<file path="config.mk">
export PLATFORM = sky130hd
export DESIGN_NAME = load_store_unit_flat
export DESIGN_NICKNAME = d
export VERILOG_FILES = /design/src/rtl/load_store_unit_if.sv /design/src/rtl/load_store_unit.sv /design/src/flat_wrapper.sv
export SDC_FILE = /design/constraint.sdc
export NUM_CORES = 1
export LEC_CHECK = 0
export CORE_MARGIN = 2
export CORE_UTILIZATION = 45
export DETAILED_ROUTE_END_ITERATION = 10
export GPL_ROUTABILITY_DRIVEN = 1
export HOLD_SLACK_MARGIN = 0.08
export MAX_ROUTING_LAYER = met4
export PLACE_DENSITY = 0.9
export SKIP_LAST_GASP = 1
export SLEW_MARGIN = 20
export SYNTH_ARGS = -nofsm -noshare
export SYNTH_HDL_FRONTEND = slang
export SYNTH_SLANG_ARGS = --single-unit
</file>
<file path="constraint.sdc">
create_clock -name clk -period 2.4 [get_ports clk]
set_input_delay 0.24 -clock clk [delete_from_list [all_inputs] [get_ports clk]]
set_output_delay 0.24 -clock clk [all_outputs]
set_load 0.03 [all_outputs]
</file>
<file path="src/rtl/load_store_unit_if.sv">
// Bus bundle for load_store_unit.
// Groups the core request/response handshake and the memory-side bus.
//   slave  : the load/store unit's view (takes requests, drives memory)
//   master : the environment's view (core issuing requests + memory answering)
// Signals:
//   req_valid/req_ready/req_write/req_funct3/req_addr/req_wdata : core request
//   rsp_valid/rsp_rdata/rsp_error                               : core response
//   mem_req/mem_we/mem_addr/mem_be/mem_wdata                    : memory request
//   mem_ack/mem_rdata                                           : memory completion
interface load_store_unit_if;
  logic        req_valid;
  logic        req_ready;
  logic        req_write;
  logic [2:0]  req_funct3;
  logic [31:0] req_addr;
  logic [31:0] req_wdata;
  logic        rsp_valid;
  logic [31:0] rsp_rdata;
  logic        rsp_error;
  logic        mem_req;
  logic        mem_we;
  logic [31:0] mem_addr;
  logic [3:0]  mem_be;
  logic [31:0] mem_wdata;
  logic        mem_ack;
  logic [31:0] mem_rdata;

  modport slave (
    input  req_valid, req_write, req_funct3, req_addr, req_wdata, mem_ack, mem_rdata,
    output req_ready, rsp_valid, rsp_rdata, rsp_error,
           mem_req, mem_we, mem_addr, mem_be, mem_wdata
  );

  modport master (
    output req_valid, req_write, req_funct3, req_addr, req_wdata, mem_ack, mem_rdata,
    input  req_ready, rsp_valid, rsp_rdata, rsp_error,
           mem_req, mem_we, mem_addr, mem_be, mem_wdata
  );
endinterface

</file>
<file path="src/rtl/load_store_unit.sv">
// RV32I load/store unit: accepts one load/store at a time from the core,
// issues a single word-aligned memory access with byte enables, and returns
// aligned, sign/zero-extended load data (or an error) as a one-cycle response.
//
// Ports:
//   clk   : single clock, rising edge
//   reset : asynchronous, active-low
//   bus   : load_store_unit_if.slave (request, response and memory bus)
// Parameter:
//   TIMEOUT_CYCLES : cycles mem_req is held waiting for mem_ack before the
//                    access is abandoned with an error response
// Optional build macro:
//   LSU_MISALIGN_TRAP_EN : misaligned half/word accesses respond with an
//                          error and never reach memory; when undefined the
//                          offending low address bits are cleared instead.
//
// state  | meaning
// IDLE   | req_ready high, waiting for a request
// ACCESS | mem_req held with stable bus fields until mem_ack or timeout
// RESP   | one-cycle rsp_valid pulse, then back to IDLE
module load_store_unit #(
  parameter int TIMEOUT_CYCLES = 16
) (
  input logic                  clk,
  input logic                  reset,
  load_store_unit_if.slave     bus
);

  localparam int CNT_W = (TIMEOUT_CYCLES > 1) ? $clog2(TIMEOUT_CYCLES) : 1;

  typedef enum logic [1:0] {IDLE, ACCESS, RESP} state_t;

  state_t            state, state_nx;
  logic [31:0]       addr_q;
  logic [2:0]        funct3_q;
  logic              write_q;
  logic [31:0]       wdata_q;
  logic              err_q;
  logic [31:0]       rdata_q;
  logic [CNT_W-1:0]  cnt_q;

  logic              accept;
  logic              reserved_in;
  logic              trap_in;
  logic              fail_in;
  logic [31:0]       addr_in;
  logic [3:0]        be;
  logic [31:0]       wdata_rep;
  logic [31:0]       lane;
  logic [31:0]       load_data;

  // Request decode at accept time
  assign accept      = (state == IDLE) && bus.req_valid;
  assign reserved_in = (bus.req_funct3 == 3'b011) || (bus.req_funct3[2:1] == 2'b11);
  assign fail_in     = reserved_in || trap_in;

`ifdef LSU_MISALIGN_TRAP_EN
  always_comb begin
    addr_in = bus.req_addr;
    trap_in = 1'b0;
    case (bus.req_funct3[1:0])
      2'b01:   trap_in = bus.req_addr[0];
      2'b10:   trap_in = (bus.req_addr[1:0] != 2'b00);
      default: trap_in = 1'b0;
    endcase
  end
`else
  // Misalignment is silently corrected by clearing the low address bits
  always_comb begin
    addr_in = bus.req_addr;
    trap_in = 1'b0;
    case (bus.req_funct3[1:0])
      2'b01:   addr_in[0]   = 1'b0;
      2'b10:   addr_in[1:0] = 2'b00;
      default: addr_in      = bus.req_addr;
    endcase
  end
`endif

  // Lane steering for the latched access
  always_comb begin
    be        = 4'b1111;
    wdata_rep = wdata_q;
    case (funct3_q[1:0])
      2'b00: begin
        be        = 4'b0001 << addr_q[1:0];
        wdata_rep = {4{wdata_q[7:0]}};
      end
      2'b01: begin
        be        = addr_q[1] ? 4'b1100 : 4'b0011;
        wdata_rep = {2{wdata_q[15:0]}};
      end
      default: begin
        be        = 4'b1111;
        wdata_rep = wdata_q;
      end
    endcase
  end

  // Selected lane shifted down to bit 0, then extended; funct3[2] = unsigned
  always_comb begin
    lane      = bus.mem_rdata >> {addr_q[1:0], 3'b000};
    load_data = lane;
    case (funct3_q[1:0])
      2'b00:   load_data = {{24{~funct3_q[2] & lane[7]}}, lane[7:0]};
      2'b01:   load_data = {{16{~funct3_q[2] & lane[15]}}, lane[15:0]};
      default: load_data = lane;
    endcase
  end

  always_ff @(posedge clk or negedge reset) begin
    if (!reset) begin
      state <= IDLE;
    end else begin
      state <= state_nx;
    end
  end

  always_comb begin
    state_nx      = state;
    bus.req_ready = 1'b0;
    bus.rsp_valid = 1'b0;
    bus.rsp_rdata = '0;
    bus.rsp_error = 1'b0;
    bus.mem_req   = 1'b0;
    bus.mem_we    = 1'b0;
    bus.mem_addr  = '0;
    bus.mem_be    = '0;
    bus.mem_wdata = '0;
    case (state)
      IDLE: begin
        bus.req_ready = 1'b1;
        if (bus.req_valid) state_nx = fail_in ? RESP : ACCESS;
      end
      ACCESS: begin
        bus.mem_req   = 1'b1;
        bus.mem_we    = write_q;
        bus.mem_addr  = {addr_q[31:2], 2'b00};
        bus.mem_be    = be;
        bus.mem_wdata = wdata_rep;
        if (bus.mem_ack || (cnt_q == '0)) state_nx = RESP;
      end
      RESP: begin
        bus.rsp_valid = 1'b1;
        bus.rsp_rdata = rdata_q;
        bus.rsp_error = err_q;
        state_nx      = IDLE;
      end
      default: state_nx = IDLE;
    endcase
  end

  // Request latches, timeout down-counter, load data capture
  always_ff @(posedge clk or negedge reset) begin
    if (!reset) begin
      addr_q   <= '0;
      funct3_q <= '0;
      write_q  <= 1'b0;
      wdata_q  <= '0;
      err_q    <= 1'b0;
      rdata_q  <= '0;
      cnt_q    <= '0;
    end else begin
      if (accept) begin
        addr_q   <= addr_in;
        funct3_q <= bus.req_funct3;
        write_q  <= bus.req_write;
        wdata_q  <= bus.req_wdata;
        err_q    <= fail_in;
        rdata_q  <= '0;
        cnt_q    <= CNT_W'(TIMEOUT_CYCLES - 1);
      end else if (state == ACCESS) begin
        // An ack on the terminal-count cycle still completes normally
        if (bus.mem_ack) begin
          if (!write_q) rdata_q <= load_data;
        end else if (cnt_q == '0) begin
          err_q <= 1'b1;
        end else begin
          cnt_q <= cnt_q - 1'b1;
        end
      end
    end
  end

endmodule

</file>
<file path="src/flat_wrapper.sv">
// flat-port wrapper written by rule: the top's interface ports become plain ports
module load_store_unit_flat 
#(
  parameter int TIMEOUT_CYCLES = 16
)
  (clk, reset, bus_req_valid, bus_req_write, bus_req_funct3, bus_req_addr, bus_req_wdata, bus_mem_ack, bus_mem_rdata, bus_req_ready, bus_rsp_valid, bus_rsp_rdata, bus_rsp_error, bus_mem_req, bus_mem_we, bus_mem_addr, bus_mem_be, bus_mem_wdata);
  load_store_unit_if bus_i ();
  input logic clk;
  input logic reset;
  input wire logic [$bits(bus_i.req_valid)-1:0] bus_req_valid;
  input wire logic [$bits(bus_i.req_write)-1:0] bus_req_write;
  input wire logic [$bits(bus_i.req_funct3)-1:0] bus_req_funct3;
  input wire logic [$bits(bus_i.req_addr)-1:0] bus_req_addr;
  input wire logic [$bits(bus_i.req_wdata)-1:0] bus_req_wdata;
  input wire logic [$bits(bus_i.mem_ack)-1:0] bus_mem_ack;
  input wire logic [$bits(bus_i.mem_rdata)-1:0] bus_mem_rdata;
  output wire logic [$bits(bus_i.req_ready)-1:0] bus_req_ready;
  output wire logic [$bits(bus_i.rsp_valid)-1:0] bus_rsp_valid;
  output wire logic [$bits(bus_i.rsp_rdata)-1:0] bus_rsp_rdata;
  output wire logic [$bits(bus_i.rsp_error)-1:0] bus_rsp_error;
  output wire logic [$bits(bus_i.mem_req)-1:0] bus_mem_req;
  output wire logic [$bits(bus_i.mem_we)-1:0] bus_mem_we;
  output wire logic [$bits(bus_i.mem_addr)-1:0] bus_mem_addr;
  output wire logic [$bits(bus_i.mem_be)-1:0] bus_mem_be;
  output wire logic [$bits(bus_i.mem_wdata)-1:0] bus_mem_wdata;
  assign bus_i.req_valid = bus_req_valid;
  assign bus_i.req_write = bus_req_write;
  assign bus_i.req_funct3 = bus_req_funct3;
  assign bus_i.req_addr = bus_req_addr;
  assign bus_i.req_wdata = bus_req_wdata;
  assign bus_i.mem_ack = bus_mem_ack;
  assign bus_i.mem_rdata = bus_mem_rdata;
  assign bus_req_ready = bus_i.req_ready;
  assign bus_rsp_valid = bus_i.rsp_valid;
  assign bus_rsp_rdata = bus_i.rsp_rdata;
  assign bus_rsp_error = bus_i.rsp_error;
  assign bus_mem_req = bus_i.mem_req;
  assign bus_mem_we = bus_i.mem_we;
  assign bus_mem_addr = bus_i.mem_addr;
  assign bus_mem_be = bus_i.mem_be;
  assign bus_mem_wdata = bus_i.mem_wdata;
  load_store_unit #(.TIMEOUT_CYCLES(TIMEOUT_CYCLES)) u_core (.clk(clk), .reset(reset), .bus(bus_i));
endmodule
</file>
==> flow_metrics.env <==
export IMPL_status="completed"
export IMPL_std_cell_rows=40
export IMPL_fin_crit_sh_pct=94.86
export IMPL_slowest_stage="clkdlybuf4s50_1"
export IMPL_ff2ff_path_depth=5
export IMPL_post_route_min_period_ns=2.277
export IMPL_drc=0
export IMPL_via_per_inst=5.225
export IMPL_cp_arrival_ns=2.04
export IMPL_cp_data_required_time_ns=2.16
export IMPL_coreArea_mm2=0.01216
export IMPL_ys_top_cells_by_count="nand2_1, dfrtp_1, and2_1"
export IMPL_finalClockSkew_ns=0.004732
export IMPL_combPwrFrac_pct=49.2
export IMPL_switching_power_w=0.004065
export IMPL_wl_um=16830
export IMPL_worstSkewPairLatency_ns=0.34
export IMPL_diodes=0
export IMPL_final_cells=1023
export IMPL_numCtsBuffers=9
export IMPL_max_vdd_ir_drop_mv=0.7465
export IMPL_synth_seq_area_share_pct=47.37
export IMPL_hpwl_um=12270
export IMPL_io_pins=209
export IMPL_min_path_type="in2reg"
export IMPL_worst_slew_pin_transition_ns=0.6211
export IMPL_slew_headroom_pct=58.51
export IMPL_setup_violations_final=0
export IMPL_cts_root_buf="clkbuf_16"
export IMPL_nets=958
export IMPL_via_count=5345
export IMPL_cts_clk_slew_worst_paths_ns=0.07
export IMPL_p_clk_share_pct=16.6
export IMPL_gp_congestion=0.8552
export IMPL_cts_tree="done"
export IMPL_fin_tns_setup_ns=0
export IMPL_power_frac_seq_pct=34.2
export IMPL_drtAntennaViolNets=0
export IMPL_clock_path_buffers=2
export IMPL_syn_to_final_growth_pct=42.41
export IMPL_fillers=968
export IMPL_drive_gt1_share_pct=18.01
export IMPL_synthFlopType="dfrtp_1"
export IMPL_min_path_cells=3
export IMPL_synthTopCellsByArea="dfrtp_1, nand2_1, and2_1"
export IMPL_p_int_w=0.005350
export IMPL_maxCapViolCount=0
export IMPL_grt_pass1_wl_um=26920
export IMPL_cp_cell_sequence="mux2i_1 -> nor2_1 -> a21oi_1 -> nor2_1 -> clkdlybuf4s50_1"
export IMPL_postCtsSetupBuffers=0
export IMPL_grt_pass1_vias=5383
export IMPL_drt_iter0_drc=335
export IMPL_max_freq_mhz=439.2
export IMPL_cts_sinks=107
export IMPL_drt_pass1_iterations=5
export IMPL_io_buffers=206
export IMPL_gr_total_overflow=0
export IMPL_antenna_found_initial=0
export IMPL_cts_max_level=3
export IMPL_yosys_warnings=0
export IMPL_die_area_mm2=0.01347
export IMPL_yosysMostFrequentCell="nand2_1"
export IMPL_hold_viol=0
export IMPL_syn_area_mm2=0.005653
export IMPL_drv_slew=0
export IMPL_crit_type="reg2out"
export IMPL_start_util_pct=46.48
export IMPL_p_leak_nw=3.928
export IMPL_switching_share_pct=43.18
export IMPL_yosys_area_top_type="dfrtp_1"
export IMPL_synth_top_area_share_pct=47.37
export IMPL_ys_ff_latch=107
export IMPL_async_flop_share_pct=100.0
export IMPL_final_util_pct=66.19
export IMPL_rsz0062_at_grt="no"
export IMPL_ys_types=37
export IMPL_syn_avg_cell_area_um2=8.565
export IMPL_cp_max_fo=8
export IMPL_cp_end_kind="primary output"
export IMPL_critPathLaunchType="register"
export IMPL_die_w_um=116.1
export IMPL_dpl_cell_count=1007
export IMPL_synth_edf_count=0
export IMPL_cellPowerDensity_mw_per_mm2=1170
export IMPL_fp_dieH_um=116.1
export IMPL_grt_use_total_pct=26.25
export IMPL_wl_per_cell_um=16.45
export IMPL_postSynthCellCount=660
export IMPL_path_common_cell="nor2_1"
export IMPL_grt_max_degree=70
export IMPL_cp_slowest_stage_delay_ns=0.60
## layout by cell type, fill, tap and decap left out, types with 3 or more instances in the layout
cell and count:
nand2_1 219, clkdlybuf4s50_1 116, buf_4 106, dfrtp_1 106, and2_1 72, nor2_1 39
mux2i_1 33, a21oi_1 33, o21ai_0 21, nand3b_1 10, a221o_2 10, nand3_1 9
mux2_2 9, clkbuf_16 9, o2bb2ai_1 7, inv_1 6, a221o_1 6, buf_12 5
ha_1 3, clkbuf_8 3
## per-layer routing
metal  vias up  share of wire, %  global-route usage [%]
met5         -                 0                       -
met4         0               1.3                   6.984
met3        19               7.8                   4.079
met2       247                49                   42.92
met1      2543                42                   34.34
li1       2536                 -                       -
## cells by family after synthesis
family / after synthesis / synth area share (%)
AOI/OAI and AO/OA: 82 / 9.562
xor gates and xnor gates: 2 / 0.3099
adders and majority gates: 3 / 0.6641
buffers and inverters: 55 / 4.095
DFF: 107 / 47.37
muxes: 44 / 8.433
other: 1 / 0.06634
and+or+nand+nor: 366 / 29.50
## per-stage QoR
step,total power [W],area (µm²),hold WS (ns),worst slack [ns]
after floorplan,0.006113,5657,-0.05559,0.2772
after global placement,0.007701,7719,0.2641,0.1724
after detailed placement,0.007841,7719,0.2723,0.09754
after CTS,0.009429,8045,0.4082,0.1117
after global routing,0.01003,8050,0.4278,0.03662
final,0.009415,8050,0.4170,0.1233
## worst max-delay path: cells and delay by family (launching register included)
| family | cells | cell delay (ns) |
|---|---|---|
| buffers and inverters | 1 | 0.60 |
| DFF | 1 | 0.51 |
| muxes | 1 | 0.27 |
| AOI/OAI and AO/OA | 1 | 0.18 |
| and+or+nand+nor | 2 | 0.14 |
## path summary, 6_finish.rpt
| kind | start | endpoint | slack, ns |
|---|---|---|---|
| min reg2reg | u_core.addr_q[15] | u_core.addr_q[15] | 0.47 |
| max reg2reg | u_core.funct3_q[0] | u_core.rdata_q[14] | 0.31 |
| max in group asynchronous | reset | u_core.wdata_q[30] | 1.27 |
| min in group asynchronous | reset | u_core.rdata_q[14] | 0.45 |
| max | u_core.funct3_q[0] | bus_mem_wdata[31] | 0.12 |
| min | bus_req_addr[22] | u_core.addr_q[22] | 0.42 |
## flip-flops by register name, summed over array words and instances, names as in the netlist
| signal | cells |
|---|---|
| u_core.addr_q | 32 |
| u_core.cnt_q | 4 |
| u_core.err_q | 1 |
| u_core.funct3_q | 3 |
| u_core.rdata_q | 32 |
| u_core.state | 2 |
| u_core.wdata_q | 32 |
| u_core.write_q | 1 |
## power by group through the flow
| stage | Combinational, W | Sequential (W) | Clock, W |
|---|---|---|---|
| 2_1_floorplan | 0.00316 | 0.00295 | 0 |
| 3_3_place_gp | 0.00452 | 0.00318 | 0 |
| 3_5_place_dp | 0.00462 | 0.00322 | 0 |
| 4_1_cts | 0.00465 | 0.00320 | 0.00158 |
| 5_1_grt | 0.00506 | 0.00331 | 0.00165 |
| 6_report | 0.00464 | 0.00322 | 0.00156 |
## layout make-up
type | count | area (µm²) | share of cell area (%)
Multi-Input combinational cell | 499 | 2759 | 34.27
Sequential cell | 107 | 2679 | 33.28
Timing Repair Buffer | 228 | 2067 | 25.68
Clock buffer | 12 | 266.5 | 3.311
Tap cell | 168 | 210.2 | 2.611
Clock inverter | 3 | 46.29 | 0.5751
Inverter | 6 | 22.52 | 0.2798
## timing repair
item	in CTS	in global routing
resized for setup	2	1
setup endpoints to repair	9	4
endpoints found under the hold margin	40	0
hold buffers	1	0
(Power assumes the default switching activity.)
==> patch 1 (config.mk and constraints unchanged) <==
Make the reset (`reset`) synchronous in 2 clocked blocks. Comments in the files are not updated.
--- a/src/rtl/load_store_unit.sv
+++ b/src/rtl/load_store_unit.sv
@@ -110,3 +110,3 @@
 
-  always_ff @(posedge clk or negedge reset) begin
+  always_ff @(posedge clk) begin
     if (!reset) begin
@@ -153,3 +153,3 @@
   // Request latches, timeout down-counter, load data capture
-  always_ff @(posedge clk or negedge reset) begin
+  always_ff @(posedge clk) begin
     if (!reset) begin
Behaviour: differs if reset is asserted again (counterexample within 4 cycles, from zero or initial values and one cycle with reset low); with reset held inactive, the same outputs for 4 cycles.
==> patch 1 against the unedited design <==
- routed wire length barely moved
- final area fell by 2.2%
- area after synthesis fell by 2.7%
- sequential cell count did not move
- setup slack got worse by 22 ps
- via count rose by 2.0%
- die area fell by 2.7%
Power is not compared: it rests on default switching activity, and its combinational part moved more than twofold at a synthesized area within 25%.
==> patch 1: results (changes against the unedited design) <==
• **number of buffers inserted during clock tree synthesis** 9, unchanged
• **number of fillers in the final layout** 996, +2.9%
• **dpl ws** 273 ps, +176 ps
• **sum of routed wire length over all layers** 16800 µm, about the same
• **fraction of registers with async set/reset** 0%, -100 points
• **weighted congestion at the end of routability-driven global placement** 0.896, +4.7%
• **Synth Area in XOR/XNOR** 0.319%, +0.0087 points
• **post-synthesis compound-gate area fraction** 19.2%, +9.6 points
• **clk_skew** 7.82 ps, +3.08 ps
• **GR Util All Layers** 26.2%, about the same
• **worst stage delay on the critical path** 690 ps, +90 ps
• **H-Tree Depth** 3, unchanged
• **fraction of the yosys area taken by sequential cells** 39.0%, -8.4 points
• **biggest area contributors in the synthesized netlist** dfxtp_1 (39%), nand2_1 (13%), a21boi_0 (9.6%)
• **number of cells on the worst hold path** 2, -1
• **Adder-Cell Fraction of Synth Area** 0.683%, +0.019 points
• **clock-pin slew on the worst setup and hold paths** 70 ps, about the same
• **maximum root-to-sink buffer count** 2, unchanged
• **leakage power** 3.18 nW
• **clock latency on the worst-skew pair** 350 ps
• **outcome** finished clean
• **vias in the first global route** 5193, -3.5%
• **dominant delay contributor by cell family on the critical path** buffers and inverters
• **Placement Cell Area** 7570 µm², -1.9%
• **number of antenna violations at the first check in global routing** 0, unchanged
• **biggest registers after layout** u_core.addr_q: 32 flops, u_core.rdata_q: 32 flops, u_core.wdata_q: 32 flops
• **Post-DP HPWL** 12100 µm, -1.1%
• **worst supply voltage drop on vdd** 0.000283 V
• **share of layout cells above drive strength 1** 11.0%, -7.0 points
• **critical path arrival** 2060 ps, +20 ps
• **Initial DRT Pass Iterations** 5, unchanged
• **number of cells on the worst reg-to-reg path** 5, unchanged
• **critical path fanouts, max** 30, +22
• **Starting DRT DRC Count** 415, +24%
• **most used standard cells in the synthesized netlist** nand2_1 (185), dfxtp_1 (107), and2_1 (73), a21boi_0 (70), nor2_1 (47)
• **Yosys Warn Count** 0, unchanged
• **cell with the largest stage delay on the worst path** clkdlybuf4s50_1
• **synthesized instance count** 711, +7.7%
• **clock root buffer** clkbuf_16
• **fraction of synthesized area in multiplexers** 8.08%, -0.35 points
• **Port Buffer Count** 206, unchanged
• **post-CTS setup buffer count** 0, unchanged
• **count of placed standard cells in the final layout, fillers left out** 1039, +1.6%
• **wire length of the first global-routing pass** 26300 µm, -2.4%
• **number of distinct library cells after synthesis** 44, +19%
• **Slew @ Worst Pin** 832 ps, +211 ps
• **diode count** 0, unchanged
• **largest net degree at the start of global routing** 74, +5.7%
• **via total after detailed routing** 5450, +2.0%
• **min-delay worst type** in -> reg
==> patch 1: cell types whose count changed after synthesis, sizes merged, moves of 8 or more <==
cell and change:
a21boi +70, a21oi +10, a221o -16, dfrtp -107, dfxtp +107, mux2 -8, mux2i +8, nand2 -35
nand3b -9, nor2 +8, o221a +9
==> patch 1: path summary, 6_finish.rpt <==
check / start / to / slack (ps)
setup / recovery: u_core.state[0] / bus_mem_addr[25] / 100
hold / removal: reset / u_core.err_q / 300
setup reg to reg: u_core.state[0] / u_core.rdata_q[19] / 370
hold reg to reg: u_core.rdata_q[2] / u_core.rdata_q[2] / 450
==> patch 1: layer usage <==
metal	track usage, %	vias up	share of wire, %
met4	12.7	0	3.3
met5	-	-	0
met2	40.3	242	45
li1	-	2702	-
met1	32.2	2465	43
met3	6.46	41	9.1
==> patch 1: power by group <==
part / total [mW] / switching (mW) / internal (mW)
registers: 1.97 / 0.0920 / 1.88
logic: 0.857 / 0.456 / 0.401
clock network: 1.41 / 0.675 / 0.732
==> patch 1: cell type report <==
cell class                      instances  area, µm²  area share, %
Clock buffer                           10        239           3.04
Multi-Input combinational cell        541       3100           39.4
Sequential cell                       107       2140           27.2
Tap cell                              147        184           2.34
Timing Repair Buffer                  223       2140           27.2
Clock inverter                          5       38.8          0.493
Inverter                                6       22.5          0.286
==> patch 1: timing repair <==
action / in CTS / in global routing
endpoints found under the hold margin: 0 / 0
gates resized for setup: 1 / 10
setup endpoints to repair: 8 / 11
==> patch 1: worst register-to-register path: cells and delay by family (launching register included) <==
family	cells	cell delay, ps
flip-flops	1	450
buffers and inverters	1	230
AO/OA/AOI/OAI	1	360
AND/OR/NAND/NOR	3	870
==> patch 2 (same settings) <==
Without the edit above. Add a define of `LSU_MISALIGN_TRAP_EN`.
--- a/src/rtl/load_store_unit.sv
+++ b/src/rtl/load_store_unit.sv
@@ -20,2 +20,4 @@
 // RESP   | one-cycle rsp_valid pulse, then back to IDLE
+`define LSU_MISALIGN_TRAP_EN
+
 module load_store_unit #(
Formal check against the unedited RTL: not equivalent (a bounded check fails within 4 cycles, from zero or initial values and one cycle with reset low).
==> patch 2 against the unedited design <==
- sequential share of layout area down 1.5 points
- via count increased by 4.1%
- die area rose by 0.98%
- combinational power is 10% higher
- clock skew is 2.1 ps higher
- final area is 4.7% higher
- routed wire length up 7.1%
- first-iteration DRC count grew 40%
- setup slack worse by 26 ps
- sequential cell count unchanged
- area after synthesis rose by 1.0%
- critical path type unchanged
- largest cell class unchanged
- power up 4.6%
- critical endpoint is now bus_mem_wdata[22]
==> patch 2: results (changes against the unedited design) <==
• **outcome** finished clean
• **worst stage delay on the critical path** 700 ps, +100 ps
• **post-CTS setup buffer count** 0, unchanged
• **clock-pin slew on the worst setup and hold paths** 70 ps, about the same
• **routed wirelength normalized by instance count** 17.4 µm, +5.5%
• **worst supply voltage drop on vdd** 0.000663 V, -11%
• **Slew @ Worst Pin** 511 ps, -111 ps
• **vias in the first global route** 5327, -1.0%
• **min-delay worst type** in -> async
• **dpl ws** 370 ps, +273 ps
• **biggest registers after layout** u_core.addr_q: 32 flops, u_core.rdata_q: 32 flops, u_core.wdata_q: 32 flops
• **largest net degree at the start of global routing** 69, -1.4%
• **number of fillers in the final layout** 969, +0.10%
• **net count reported at finish** 971, +1.4%
• **number of antenna violations at the first check in global routing** 0, unchanged
• **number of distinct library cells after synthesis** 42, +14%
• **clock latency on the worst-skew pair** 360 ps, +20 ps
• **share of layout cells above drive strength 1** 12.2%, -5.8 points
• **Synth Area in XOR/XNOR** 0.307%, -0.0031 points
• **via total after detailed routing** 5564, +4.1%
• **critical path fanouts, max** 26, +18
• **biggest area contributors in the synthesized netlist** dfrtp_1 (47%), nand2_1 (15%), and2_1 (7.9%)
• **starting density of the core** 45.6%, -0.86 points
• **fraction of the yosys area taken by sequential cells** 46.9%, -0.48 points
• **leakage power** 4.62 nW, +18%
• **critical path arrival** 2060 ps, +20 ps
• **weighted congestion at the end of routability-driven global placement** 0.940, +9.9%
• **most used standard cells in the synthesized netlist** nand2_1 (227), dfrtp_1 (107), and2_1 (72), a21oi_1 (44), nor2_1 (32)
• **post-synthesis compound-gate area fraction** 11.2%, +1.6 points
• **cell with the largest stage delay on the worst path** clkdlybuf4s50_1
• **GR Util All Layers** 26.9%, +0.68 points
• **clk_skew** 6.81 ps, +2.07 ps
• **Port Buffer Count** 206, unchanged
• **Post-DP HPWL** 12700 µm, +3.5%
• **Starting DRT DRC Count** 470, +40%
• **fraction of synthesized area in multiplexers** 7.41%, -1.0 points
patch 2: changes by cell type in the layout (fill, tap and decap cells not counted), moves of 7 or more:
cell	delta
nand3_1	-8
nor2_1	-7
a221o_1	+10
dlymetal6s2s_1	+38
a22o_1	+7
o2bb2ai_1	-7
buf_12	+13
a21oi_1	+11
a221o_2	-10
buf_4	-50
nand2_1	+8
patch 2: final timing paths:
path	slack [ps]	from	cells after the start	endpoint
worst max-delay path	100	u_core.state[1]	4	bus_mem_wdata[22]
min in group clk	400	bus_req_wdata[0]	3	u_core.wdata_q[0]
max in group asynchronous	1440	reset	3	u_core.rdata_q[13]
worst min-delay path	340	reset	2	u_core.wdata_q[11]
worst max register to register	420	u_core.funct3_q[0]	5	u_core.rdata_q[12]
worst min register to register	480	u_core.addr_q[8]	2	u_core.addr_q[8]
patch 2: logic make-up (layout without fill, tap and decap cells):
family	after synthesis	count (layout)
adder cells (fa/ha/maj)	4	4
flip-flops	107	107
AND/OR/NAND/NOR	364	364
buffers and inverters	55	248
other	1	2
XOR/XNOR	2	2
multiplexers	40	40
AO/OA/AOI/OAI	99	99
patch 2: what timing repair did:
item                                   4_1_cts  5_1_grt
endpoints found under the hold margin       22        0
hold buffers                                 1        0
setup endpoints to repair                    3       38
gates resized for setup                      2       38
cloned                                       0        0
patch 2: routing by layer:
metal | vias to the layer above | share of wire, % | global-route usage (%)
met5 | - | 0 | -
met4 | 0 | 3.8 | 13.0
met3 | 48 | 8.9 | 6.59
met2 | 312 | 47 | 42.4
met1 | 2635 | 40 | 32.6
li1 | 2569 | - | -
patch 2: area by class of cell:
| cell class | instances | share of cell area (%) |
|---|---|---|
| Clock buffer | 10 | 2.84 |
| Sequential cell | 107 | 31.8 |
| Tap cell | 172 | 2.55 |
| Inverter | 6 | 0.267 |
| Timing Repair Buffer | 228 | 28.7 |
| Clock inverter | 4 | 0.624 |
| Multi-Input combinational cell | 511 | 33.3 |
patch 2: through the flow:
step | area [µm²] | total power, mW | cells | util [%] | hold slack (ps)
2_1_floorplan | 5710 | 6.31 | 673 | - | -55.6
3_3_place_gp | 8030 | 8.17 | 1023 | 64.2 | 174
5_1_grt | 8430 | 10.4 | 1038 | 67.3 | 369
4_1_cts | 8330 | 9.86 | 1038 | 66.6 | 345
3_5_place_dp | 8030 | 8.31 | 1023 | 64.2 | 171
6_report | 8430 | 9.84 | 1038 | 67.3 | 338
patch 2: where the power goes:
| group | total, mW | internal, mW | switching [mW] |
|---|---|---|---|
| Sequential | 3.22 | 2.59 | 0.632 |
| Clock | 1.51 | 0.829 | 0.682 |
| Combinational | 5.11 | 2.10 | 3.01 |
| Total | 9.84 | 5.52 | 4.33 |
